--- src/rtl/arm_membus_pkg.sv ---
// arm_membus_pkg: shared types and constants for the ARM memory-bus bridge.
//   state_e     - bridge FSM states
//   ErrFillBit  - fill bit for read data returned by an aborted access
//                 (replicate to DATA_W at the use site)
package arm_membus_pkg;

  typedef enum logic [1:0] {
    StIdle,
    StReq,
    StWaitRsp,
    StDone
  } state_e;

  localparam logic ErrFillBit = 1'b1;

endpackage

--- src/rtl/arm_membus_wdog.sv ---
// arm_membus_wdog: access timeout counter for the memory-bus bridge.
// Only instantiated when ARM_MEMBUS_WDOG_EN is defined.
// Ports:
//   clk     in  rising-edge clock
//   reset   in  synchronous active-low reset
//   run     in  count one cycle spent in the access
//   clr     in  restart the count (access entering REQ)
//   expired out this running cycle is cycle TIMEOUT of the access
module arm_membus_wdog #(
  parameter int unsigned TIMEOUT = 255
) (
  input  logic clk,
  input  logic reset,
  input  logic run,
  input  logic clr,
  output logic expired
);

  localparam int unsigned CntW = (TIMEOUT < 1) ? 1 : $clog2(TIMEOUT + 1);

  logic [CntW-1:0] r_cnt;
  logic [CntW-1:0] w_cnt_inc;

  assign w_cnt_inc = r_cnt + CntW'(1);

  always_ff @(posedge clk) begin
    if (!reset) begin
      r_cnt <= '0;
    end else if (clr) begin
      r_cnt <= '0;
    end else if (run) begin
      r_cnt <= w_cnt_inc;
    end
  end

  // r_cnt holds the cycles already spent, so the count reaches TIMEOUT in this cycle.
  assign expired = run && (w_cnt_inc == CntW'(TIMEOUT));

endmodule

--- src/rtl/arm_membus_bridge.sv ---
// arm_membus_bridge: turns the multicycle core's single-cycle memory access into a
// valid/ready request plus a separate read-response channel, stalling the core until
// the access completes.
// Optional feature: define ARM_MEMBUS_WDOG_EN to abort accesses that spend TIMEOUT
// cycles in REQ+WAIT_RSP (read data all ones, one-cycle bus_err pulse).
// Ports:
//   clk, reset                        clock, synchronous active-low reset
//   core_req/we/adr/wdata   in        core access request
//   core_rdata              out       registered read data, valid in DONE then held
//   core_stall              out       combinational core freeze
//   bus_err                 out       abort pulse in DONE (0 without watchdog)
//   m_valid/we/adr/wdata    out       registered bus request
//   m_ready                 in        bus request accepted
//   r_valid, r_data         in        read response channel
module arm_membus_bridge
  import arm_membus_pkg::*;
#(
  parameter int unsigned ADDR_W  = 32,
  parameter int unsigned DATA_W  = 32,
  parameter int unsigned TIMEOUT = 255
) (
  input  logic              clk,
  input  logic              reset,
  input  logic              core_req,
  input  logic              core_we,
  input  logic [ADDR_W-1:0] core_adr,
  input  logic [DATA_W-1:0] core_wdata,
  output logic [DATA_W-1:0] core_rdata,
  output logic              core_stall,
  output logic              bus_err,
  output logic              m_valid,
  input  logic              m_ready,
  output logic              m_we,
  output logic [ADDR_W-1:0] m_adr,
  output logic [DATA_W-1:0] m_wdata,
  input  logic              r_valid,
  input  logic [DATA_W-1:0] r_data
);

  if (TIMEOUT < 1) begin : g_timeout_check
    $error("arm_membus_bridge: TIMEOUT must be at least 1");
  end

  state_e            r_state, w_state_d;
  logic              w_latch, w_capture, w_abort, w_expired;
  logic              r_m_valid, r_m_we;
  logic [ADDR_W-1:0] r_m_adr;
  logic [DATA_W-1:0] r_m_wdata, r_core_rdata;

  always_comb begin
    w_state_d = r_state;
    w_latch   = 1'b0;
    w_capture = 1'b0;
    w_abort   = 1'b0;
    unique case (r_state)
      StIdle: begin
        if (core_req) begin
          w_latch   = 1'b1;
          w_state_d = StReq;
        end
      end
      StReq: begin
        // Completion takes priority over an expiry in the same cycle.
        if (m_ready) begin
          if (r_m_we) begin
            w_state_d = StDone;
          end else if (r_valid) begin
            w_capture = 1'b1;
            w_state_d = StDone;
          end else begin
            w_state_d = StWaitRsp;
          end
        end else if (w_expired) begin
          w_abort   = 1'b1;
          w_state_d = StDone;
        end
      end
      StWaitRsp: begin
        if (r_valid) begin
          w_capture = 1'b1;
          w_state_d = StDone;
        end else if (w_expired) begin
          w_abort   = 1'b1;
          w_state_d = StDone;
        end
      end
      StDone:  w_state_d = StIdle;
      default: w_state_d = StIdle;
    endcase
  end

  always_ff @(posedge clk) begin
    if (!reset) begin
      r_state      <= StIdle;
      r_m_valid    <= 1'b0;
      r_m_we       <= 1'b0;
      r_m_adr      <= '0;
      r_m_wdata    <= '0;
      r_core_rdata <= '0;
    end else begin
      r_state   <= w_state_d;
      r_m_valid <= (w_state_d == StReq);
      if (w_latch) begin
        r_m_we    <= core_we;
        r_m_adr   <= core_adr;
        r_m_wdata <= core_wdata;
      end
      if (w_capture) begin
        r_core_rdata <= r_data;
      end else if (w_abort) begin
        r_core_rdata <= {DATA_W{ErrFillBit}};
      end
    end
  end

`ifdef ARM_MEMBUS_WDOG_EN
  logic w_wdog_run;
  logic r_bus_err;

  assign w_wdog_run = (r_state == StReq) || (r_state == StWaitRsp);

  arm_membus_wdog #(
    .TIMEOUT (TIMEOUT)
  ) u_wdog (
    .clk     (clk),
    .reset   (reset),
    .run     (w_wdog_run),
    .clr     (w_latch),
    .expired (w_expired)
  );

  always_ff @(posedge clk) begin
    if (!reset) begin
      r_bus_err <= 1'b0;
    end else begin
      r_bus_err <= w_abort;
    end
  end

  assign bus_err = r_bus_err;
`else
  assign w_expired = 1'b0;
  assign bus_err   = 1'b0;
`endif

  assign core_stall = core_req && (r_state != StDone);
  assign core_rdata = r_core_rdata;
  assign m_valid    = r_m_valid;
  assign m_we       = r_m_we;
  assign m_adr      = r_m_adr;
  assign m_wdata    = r_m_wdata;

endmodule

--- config.mk ---
export PLATFORM = sky130hd
export DESIGN_NAME = arm_membus_bridge
export DESIGN_NICKNAME = d
export VERILOG_FILES = /design/src/rtl/arm_membus_pkg.sv /design/src/rtl/arm_membus_wdog.sv /design/src/rtl/arm_membus_bridge.sv
export SDC_FILE = /design/constraint.sdc
export NUM_CORES = 1
export LEC_CHECK = 0
export ABC_CLOCK_PERIOD_IN_PS = 4290
export CORE_MARGIN = 4
export CORE_UTILIZATION = 35
export CTS_CLUSTER_DIAMETER = 200
export DETAILED_ROUTE_END_ITERATION = 6
export PLACE_DENSITY_LB_ADDON = 0.1
export REMOVE_ABC_BUFFERS = 1
export SLEW_MARGIN = 0
export SYNTH_ARGS = -nofsm -noshare
export SYNTH_HDL_FRONTEND = slang
export SYNTH_SLANG_ARGS = --single-unit
--- constraint.sdc ---
create_clock -name clk -period 4.29 [get_ports clk]
set_input_delay 0.858 -clock clk [delete_from_list [all_inputs] [get_ports clk]]
set_output_delay 0.858 -clock clk [all_outputs]
set_load 0.05 [all_outputs]
After elaboration in Yosys (flattened, before gate mapping)
Cells that the tools add are included.
{"block": "word_totals", "output_inout_bits": 100, "in_bits": 102, "wordCells": 26, "register_bits": 100}
{"block": "classes", "eq_ne": 5, "mux": 13, "n_reduce_logical": 2}
{"op": "$mux W32", "n": 1}
{"op": "$pmux W2 S4", "n": 1}
{"op": "$mux W1", "n": 7}
{"op": "$mux W2", "n": 3}
{"op": "$eq A2 B1 Y1 const B", "n": 2}
{"op": "$eq A2 B2 Y1 const B", "n": 2}
{"op": "$logic_not A2 Y1", "n": 1}
{"op": "$ne A2 B2 Y1 const B", "n": 1}
{"op": "$pmux W1 S2", "n": 1}
{"op": "$logic_and A1 B1 Y1", "n": 1}

Longest topological paths before layout
{"block": "depth", "word_depth": 5, "mapped_depth": 7, "ltp_nobuf": 5}

Worst setup path before layout
No wires, ideal clock.
{"block": "synth_path", "path_kind": "input to output", "startpoint": "in core_req", "endpoint": "out core_stall", "required_time_ns": 3.432, "t_arrival_ns": 1.565, "setup_slack_ns": 1.867, "path_buffers": 0, "path_stages": 1, "path_cell_list": "nor2b_1"}
{"block": "synth_via", "elab_chain_cells": 1}
{"element": "from (decl)", "line": "arm_membus_bridge.sv:24", "text": "input logic core_req,"}
{"element": "$logic_and A1 B1 Y1", "line": "arm_membus_bridge.sv:146", "text": "assign core_stall = core_req && (r_state != StDone);"}
{"element": "to (decl)", "line": "arm_membus_bridge.sv:29", "text": "output logic core_stall,"}
No other way between the ends.

Worst setup path after layout
Same ends and word-level chain as after synthesis.

==> impl_metrics.yaml <==
global_route:
  grt_usage: 0.162
  grt_max_degree: 107
  grt_pass1_wl_mm: 17.1
  first_global_vias: 3412
  antenna_found_initial: 0
  overflow: 0
drt:
  post_drt_wl_per_cell_um: 13.8
  drc: 0
  drt_iter0_drc: 175
  vias: 3520
  drt-vias-per-instance: 4.54
  wirelength_mm: 10.7
  dr.pass1.iters: 4
  ant_nets: 0
clock_tree:
  cts_root_buf: "clkbuf_8"
  cts.htree.levels: 3
  clk_latency_ps: 350
  post_cts_resized: 0
  clkTransAtPathRegs_ps: 90
  clockBufferDepth: 2
  ctsHoldBuffers: 0
  post-cts-setup-buffers: 0
  cts_num_sinks: 100
  cts_buffers: 9
  cts_tree: "built"
final_layout:
  drive_above_1_share: 0.0362
  antenna_cells: 0
  nets: 738
  area_growth_pct: 56.9
  finalInstanceArea_um2: 6150
logic_synthesis:
  ys_ff_latch: 100
  synth_top_cell_area_share: 0.511
  synth_area_um2: 3920
  synthArstFlopShare: 0
  ys_types: 27
  ys_top_cells_by_area: "dfxtp_1, nand2_1, a21boi_1"
  synth_area_per_cell_um2: 8.73
  synth_edf_count: 0
  synth_ff_type: "dfxtp_1"
  synth.most_common_cell: "nand2_1"
  synth_top_area_cell: "dfxtp_1"
  yosysWarningCount: 0
  syn_inst: 449
  synth_commonest_cells: "nand2_1, dfxtp_1, a21boi_1, mux2i_1, clkbuf_1"
  yosysSeqAreaShare: 0.511
place:
  routabilityCongestion: 0.833
  numPortBuffers: 200
  place_area_um2: 5930
  dp_hpwl_mm: 7.48
  dp_slack_ps: 1060
critical_path:
  reg2reg_from: "r_state[0]"
  cp.required_ps: 3430
  crit_arrival_ps: 2380
  reg2reg_to: "m_adr[8]"
  crit_fanout: 5
  end_kind: "primary output"
  start_kind: "input pin"
  r2r_slack_ps: 2150
  r2r_cells: 6
  worstSetupPathType: "in -> out"
hold_path:
  min_to: "m_adr[24]"
  hold_start: "m_adr[24]"
  hold_path.class: "reg -> reg"
  holdPathStages: 2
floorplan:
  start_util: 0.360
  num_rows: 38
  die_h_um: 114
  io-pin-count: 202
  die_x_um: 114
  dieArea_um2: 13000
  core_um2: 10900
sta:
  max_slew_margin: 0.376
  max_freq_mhz: 309
  rsz0062_at_grt: "false"
  setup-tns-final_ps: 0
  period_share: 0.755
  worst_slew_pin_slew_ps: 937
  slew_violations: 0
  fin_hold_ws_ps: 457
  period_needed_ps: 3240
  final_hold_viol_count: 0
  finalSetupViolations: 0
  fin_ws_ps: 1050
  final.setup_skew_ps: 16.8
power:
  vdd_drop_max_uv: 159
  powerDensity_nw_per_um2: 387
  p_leak_uw: 0.00229
status:
  status: "finished, final reports clean"
job:
  drv_cap: 0
sequential cells by signal, indices dropped and copies added, names as in the netlist:
register	count
core_rdata	32
m_adr	32
m_valid	1
m_wdata	32
m_we	1
r_state	2
metrics by stage:
step	util	power (uW)	cells
4_1_cts	0.565	2410	776
5_1_grt	0.565	2490	776
6_report	0.565	2380	776
3_5_place_dp	0.545	1760	760
2_1_floorplan	-	1460	416
3_3_place_gp	0.545	1750	760
report_power, final:
| part | total [uW] | internal, uW | switching, uW |
|---|---|---|---|
| registers | 1030 | 999 | 35.5 |
| logic | 697 | 267 | 430 |
| clock network | 647 | 310 | 337 |
critical path, stage by stage:
cell	delay (ps)
clkdlybuf4s50_1	550
nor2b_1	160
clkdlybuf4s50_1	810
layout make-up:
| class | instances | area (um2) |
|---|---|---|
| well taps | 140 | 175 |
| repair buffers | 204 | 2030 |
| flip-flops and latches | 100 | 2000 |
| inverters | 2 | 7.51 |
| multi-input cells | 314 | 1720 |
| clock buffers | 11 | 151 |
| clock inverters | 5 | 65.1 |
| fillers | 1006 | 4740 |
layout by cell type (no fill, tap or decap), drive strengths merged, types with 2 or more instances in the layout:
cell type and instances:
ha 5, inv 5, a21boi 65, mux2i 32
nand2 195, dfxtp 100, nand2b 2, buf 5
clkdlybuf4s50 199, clkbuf 11, and2 2
per-layer routing:
| metal | part of all wire | wire [um] | vias to the layer above | GRT usage |
|---|---|---|---|---|
| li1 | - | - | 1801 | - |
| met1 | 0.44 | 4710 | 1564 | 0.201 |
| met2 | 0.43 | 4570 | 143 | 0.247 |
| met4 | 0.016 | 170 | 0 | 0.0499 |
| met3 | 0.12 | 1250 | 12 | 0.0801 |
| met5 | 0 | 0 | - | 0 |
cells by family after synthesis:
logic type | count (synthesis) | synth area share
simple gates | 203 | 0.199
flops | 100 | 0.511
compound gates | 73 | 0.140
buf+inv | 35 | 0.0514
mux | 32 | 0.0817
fa+ha+maj | 5 | 0.0160
other cells | 1 | 0.000957
how the worst max path moves through the flow:
stage	start	end	depth (start not counted)
floorplan	core_req	core_stall	1
global route	core_req	core_stall	3
CTS	core_req	core_stall	3
finish	core_req	core_stall	3
detailed placement	core_req	core_stall	3
global placement	core_req	core_stall	3
Power figures use the tool's default switching activity.
